`config.mk`:
```
export PLATFORM = sky130hd
export DESIGN_NAME = dsp_mac_sequencer
export DESIGN_NICKNAME = d
export VERILOG_FILES = /design/src/rtl/dsp_seq_pkg.sv /design/src/rtl/dsp_valid_pipe.sv /design/src/rtl/dsp_mac_sequencer.sv
export SDC_FILE = /design/constraint.sdc
export NUM_CORES = 1
export LEC_CHECK = 0
export BUFFER_PORTS_ARGS = -buffer_cell sky130_fd_sc_hd__clkbuf_2
export CORE_UTILIZATION = 30
export CTS_BUF_LIST = sky130_fd_sc_hd__clkbuf_16
export CTS_CLUSTER_SIZE = 14
export DETAILED_ROUTE_END_ITERATION = 10
export GPL_TIMING_DRIVEN = 0
export PLACE_DENSITY_LB_ADDON = 0.1
export RECOVER_POWER = 100
export SYNTH_ARGS = -nofsm -noshare
export SYNTH_HDL_FRONTEND = slang
export SYNTH_SLANG_ARGS = --single-unit
```
`constraint.sdc`:
```
create_clock -name clk -period 2.23 [get_ports clk]
set_clock_uncertainty 0.05 [all_clocks]
set_input_delay 0.669 -clock clk [delete_from_list [all_inputs] [get_ports clk]]
set_output_delay 0.669 -clock clk [all_outputs]
set_load 0.005 [all_outputs]
```
`src/rtl/dsp_seq_pkg.sv`:
```
// Shared types and constants for the DSP48A1 MAC control sequencer.
// PIPE_LAT counts cycles from the last operand beat to res_valid.
package dsp_seq_pkg;

  typedef enum logic [1:0] {
    ST_IDLE  = 2'd0,
    ST_LOAD  = 2'd1,
    ST_DRAIN = 2'd2,
    ST_DONE  = 2'd3
  } seq_state_t;

  localparam logic ACC_LOAD = 1'b0;
  localparam logic ACC_ADD  = 1'b1;
  localparam int   PIPE_LAT = 3;

  // One in-flight beat: p_only marks the clear-only token that must skip the M stage.
  typedef struct packed {
    logic vld;
    logic tag;
    logic p_only;
  } pipe_ent_t;

  function automatic logic acc_sel_of(input pipe_ent_t e);
    return (e.vld && !e.tag) ? ACC_ADD : ACC_LOAD;
  endfunction

endpackage

```
`src/rtl/dsp_valid_pipe.sv`:
```
// Shift register carrying {valid, first-clear tag} alongside the datapath M/P stages.
// One cycle per stage, never stalls; synchronous clear drops every token in flight.
module dsp_valid_pipe
  import dsp_seq_pkg::*;
(
  input  logic      clk,
  input  logic      rst,
  input  logic      i_clr,
  input  pipe_ent_t i_ent,
  output logic      o_ce_m,
  output logic      o_ce_p,
  output logic      o_acc_sel,
  output logic      o_upper_empty
);

  localparam int DEPTH = PIPE_LAT - 1;

  pipe_ent_t r_stg [DEPTH];
  logic      w_upper_vld;

  always_ff @(posedge clk) begin
    if (rst || i_clr) begin
      for (int i = 0; i < DEPTH; i++) r_stg[i] <= '0;
    end else begin
      r_stg[0] <= i_ent;
      for (int i = 1; i < DEPTH; i++) r_stg[i] <= r_stg[i-1];
    end
  end

  // Only the last stage may still be occupied when the pipe empties on the next edge.
  always_comb begin
    w_upper_vld = 1'b0;
    for (int i = 0; i < DEPTH - 1; i++) w_upper_vld = w_upper_vld | r_stg[i].vld;
  end

  assign o_upper_empty = !w_upper_vld;
  assign o_ce_m        = r_stg[0].vld && !r_stg[0].p_only;
  assign o_ce_p        = r_stg[DEPTH-1].vld;
  assign o_acc_sel     = acc_sel_of(r_stg[DEPTH-1]);

endmodule

```
`src/rtl/dsp_mac_sequencer.sv`:
```
// Drives CE/RST/acc-select of the DSP48A1 A/B, M and P stages for one MAC command at a time.
// Beat at t -> ce_ab t, ce_m t+1, ce_p t+2, res_valid at last beat + 3; abort cancels and pulses rst_pipe.
module dsp_mac_sequencer
  import dsp_seq_pkg::*;
#(
  parameter int LEN_W = 8
) (
  input  logic             clk,
  input  logic             rst,
  input  logic             op_valid,
  output logic             op_ready,
  input  logic [LEN_W-1:0] op_len,
  input  logic             op_clr,
  input  logic             abort,
  input  logic             smp_valid,
  output logic             smp_ready,
  output logic             ce_ab,
  output logic             ce_m,
  output logic             ce_p,
  output logic             acc_sel,
  output logic             rst_pipe,
  output logic             res_valid,
  output logic             busy
);

  seq_state_t       r_state;
  seq_state_t       w_state_nxt;
  logic [LEN_W-1:0] r_remain;
  logic             r_first_clr;
  logic             r_abort_q;
  logic             w_op_acc;
  logic             w_upper_empty;
  pipe_ent_t        w_ent;

  always_ff @(posedge clk) begin
    if (rst) r_state <= ST_IDLE;
    else     r_state <= w_state_nxt;
  end

  always_comb begin
    w_state_nxt = r_state;
    if (abort) begin
      w_state_nxt = ST_IDLE;
    end else begin
      case (r_state)
        ST_IDLE:  if (w_op_acc) w_state_nxt = (op_len != '0) ? ST_LOAD : ST_DRAIN;
        ST_LOAD:  if (ce_ab && r_remain == LEN_W'(1)) w_state_nxt = ST_DRAIN;
        ST_DRAIN: if (w_upper_empty) w_state_nxt = ST_DONE;
        ST_DONE:  w_state_nxt = ST_IDLE;
        default:  w_state_nxt = ST_IDLE;
      endcase
    end
  end

  // Abort suppresses both handshakes and the result pulse in the same cycle.
  always_comb begin
    op_ready  = 1'b0;
    smp_ready = 1'b0;
    res_valid = 1'b0;
    w_ent     = '0;
    case (r_state)
      ST_IDLE: op_ready  = !abort && !rst;
      ST_LOAD: smp_ready = !abort && !rst;
      ST_DONE: res_valid = !abort && !rst;
      default: ;
    endcase
    w_op_acc = op_valid && op_ready;
    ce_ab    = smp_valid && smp_ready;
    if (ce_ab)
      w_ent = '{vld: 1'b1, tag: r_first_clr, p_only: 1'b0};
    else if (w_op_acc && op_len == '0 && op_clr)
      w_ent = '{vld: 1'b1, tag: 1'b1, p_only: 1'b1};
  end

  always_ff @(posedge clk) begin
    if (rst) begin
      r_remain    <= '0;
      r_first_clr <= 1'b0;
      r_abort_q   <= 1'b0;
    end else begin
      r_abort_q <= abort;
      if (w_op_acc) begin
        r_remain    <= op_len;
        r_first_clr <= op_clr;
      end else if (ce_ab) begin
        if (r_remain != '0) r_remain <= r_remain - LEN_W'(1);
        r_first_clr <= 1'b0;
      end
    end
  end

  dsp_valid_pipe u_pipe (
    .clk           (clk),
    .rst           (rst),
    .i_clr         (abort),
    .i_ent         (w_ent),
    .o_ce_m        (ce_m),
    .o_ce_p        (ce_p),
    .o_acc_sel     (acc_sel),
    .o_upper_empty (w_upper_empty)
  );

  assign rst_pipe = rst || r_abort_q;
  assign busy     = (r_state != ST_IDLE);

endmodule

```
==> results.toml <==
[run_status]
outcome = "complete, no violations"

[synth]
synth.area.top_cells = "dfxtp_1, ha_1, nor2_1"
ys.flop_type = "dfxtp_1"
syn_area_um2 = 974.7
syn_nets = 132
synth_adder_area_share_pct = 10.27
synth_top_family_by_area = "simple AND/OR/NAND/NOR gates"
synth_top_area_share_pct = 34.92
yosysSeqAreaShare_pct = 34.92
yosys.cell_types.count = 38
yosys.area_share.xor_xnor_pct = 1.797
yosysWarnings = 0
synth_edf_count = 0
syn_inst = 110
muxShareOfSynthArea_pct = 3.081
async_flop_share_pct = 0
syn_avg_cell_area_um2 = 8.861
synth-simple-area-share_pct = 30.17
synth_seq_cells = 17
synth_top_area_cell = "dfxtp_1"
synth-compound-area-share_pct = 14.76

[routing]
vias = 882
drc = 0
antenna_left = 0
wl_per_cell_um = 12.32
vias_per_cell = 4.927
wirelength_mm = 2.206
drt_iter0_drc = 33
firstDrtPassIters = 4

[sta]
timing.final.crit_share_pct = 96.92
slew_viol_final = 0
whs_ns = 0.3762
setup_viol = 0
finalHoldViolCount = 0
rsz0062_at_grt = "false"
slew_headroom_pct = 62.74
min_period_ns = 2.161
tightestPinTransition_ns = 0.5538
setup_ws_ns = 0.06874
max_freq_ghz = 0.4627

[floorplan]
dieArea_um2 = 3481
die_h_um = 59
row_count = 20
core_area_um2 = 3078
io_pins = 23
initial_core_util_pct = 31.67
die_w_um = 59

[hold_path]
holdPathEnd = "u_pipe.r_stg[0][4]$_SDFF_PP0_"
hp-class = "reg2reg"
hp-start = "u_pipe.r_stg[0][1]$_SDFF_PP0_"
hold_depth = 1

[finish]
areaGrowthSynthToFinish_pct = 24.65
antenna_cells = 0
drive_above_1_share_pct = 23.70
final_nets = 158
postLayoutCellArea_um2 = 1215

[global_routing]
grt_pass1_vias = 798
antenna_found_initial = 0
grt_start_max_net_pins = 11
grt_first_pass_wirelength_mm = 3.574
grtUsageTotal_pct = 14.32
grt_overflow_total = 0

[setup_path]
ff2ff_path_depth = 6
regToRegEndpoint = "r_remain[5]$_SDFFE_PP0P_"
cp-end-kind = "primary output"
worstSetupPathType = "in2out"
cp.arrival_ns = 1.44
r2r-start = "r_state[1]$_SDFFE_PP0P_"
critPathLaunchType = "input pin"
worst-endpoint-required_ns = 1.51
r2r_slack_ns = 0.16
critical_path.startpoint = "rst"
worst-path-max-fanout = 10

[place]
routabilityCongestion = 0.7627
port-buffer-count = 21
placed_cell_area_um2 = 1135
pre_cts_slack_ns = -0.07294
dp_hpwl_mm = 1.733

[clocking]
clockRootBuffer = "clkbuf_16"
cts_made_buffers = 3
cts_hold_buf = 0
clkTransAtPathRegs_ns = 0.05
clock_path_buffers = 2
cts.sinks = 17
cts_tree = "done"
insertion_delay_ns = 0.25
ctsHtreeMaxLevel = 1

[power]
peakVddDrop_mv = 0.2556
leakagePower_nw = 0.5173
power_density_nw_per_um2 = 650.0

[run]
timing.max_cap.violations = 0
[area by class of cell]
type                    instances  area (um^2)
multi-input cells              82        588.1
plain buffers                   4        20.02
clock buffers                   3        75.07
clock inverters                 1        5.005
fillers                       319         1863
repair buffers                 21        105.1
flip-flops and latches         17        340.3
inverters                       7        26.28
well taps                      44        55.05
[per-layer routing]
layer	wire (um)	global-route usage (%)	vias to the layer above
li1	-	-	451
met1	1112	19.16	403
met2	952	21.43	23
met3	112	4.803	5
met4	28	5.102	0
met5	0	0	-
[metrics by stage]
step | total power [W] | instances | TNS [ns] | util (%)
floorplan | 0.0003888 | 110 | 0 | -
global placement | 0.0004221 | 175 | -0.1465 | 36.87
detailed placement | 0.0004230 | 175 | -0.1783 | 36.87
CTS | 0.0007969 | 179 | -0.001252 | 39.47
global route | 0.0008220 | 179 | 0 | 39.47
finish | 0.0007897 | 179 | 0 | 39.47
[state kept, by name, indices dropped and copies added (netlist names)]
signal,cells
u_pipe.r_stg,5
r_state,2
r_remain,8
r_abort_q,1
r_first_clr,1
[repair_timing]
| action | CTS | global route |
|---|---|---|
| setup endpoints to repair | 1 | 3 |
| cloned | 0 | 0 |
| resized for setup | 0 | 3 |
| setup buffers | 0 | 0 |
| pin swaps | 0 | 0 |
[cells in the final DEF, fill, tap and decap left out, types with 2 or more instances in the layout]
| cell type | n |
|---|---|
| clkbuf_2 | 22 |
| dfxtp_1 | 17 |
| nor2_1 | 10 |
| nand2_1 | 9 |
| ha_1 | 8 |
| inv_1 | 7 |
| nor3_1 | 4 |
| nand3_1 | 4 |
| nor2b_1 | 3 |
| nor4_1 | 3 |
| o21ai_0 | 3 |
| a211oi_1 | 3 |
| mux2i_1 | 3 |
| a311oi_1 | 3 |
| clkbuf_16 | 3 |
| and2_1 | 2 |
| and2_0 | 2 |
| clkbuf_1 | 2 |
| nand4_1 | 2 |
| a211o_1 | 2 |
[critical path: stages]
cell	delay, ns
buf_4	0.14
clkbuf_2	0.20
or2_2	0.32
clkbuf_2	0.11
[worst max-delay path by stage]
stage	depth (start not counted)	slack, ns	end
floorplan	5	0.14	r_remain[4]$_SDFFE_PP0P_
global placement	5	-0.05	r_remain[5]$_SDFFE_PP0P_
detailed placement	5	-0.07	r_remain[5]$_SDFFE_PP0P_
CTS	4	-0.001	res_valid
global route	4	0.01	rst_pipe
finish	4	0.07	rst_pipe
[cell usage after synthesis, types with 2 or more instances]
cell,n
a211o_1,2
nand4_1,2
nor2_1,11
nor2b_1,3
nand3_1,4
clkbuf_1,3
nor4_1,3
ha_1,8
o21ai_0,3
nand2_1,9
a311oi_1,3
nor3_1,4
a211oi_1,3
inv_1,7
mux2i_1,3
and2_1,4
dfxtp_1,17
[cell families (layout without fill, tap and decap cells)]
family,count (synthesis),after routing
xor+xnor,2,2
mux,3,3
fa+ha+maj,8,8
buf+inv,11,36
simple gates,50,50
flops,17,17
compound gates,19,19
[power by group]
part | internal [W] | switching (W)
clock | 0.000241 | 0.000133
combinational | 0.0000397 | 0.0000511
sequential | 0.000315 | 0.0000106
Note: power is estimated with default switching activity, not from simulation.
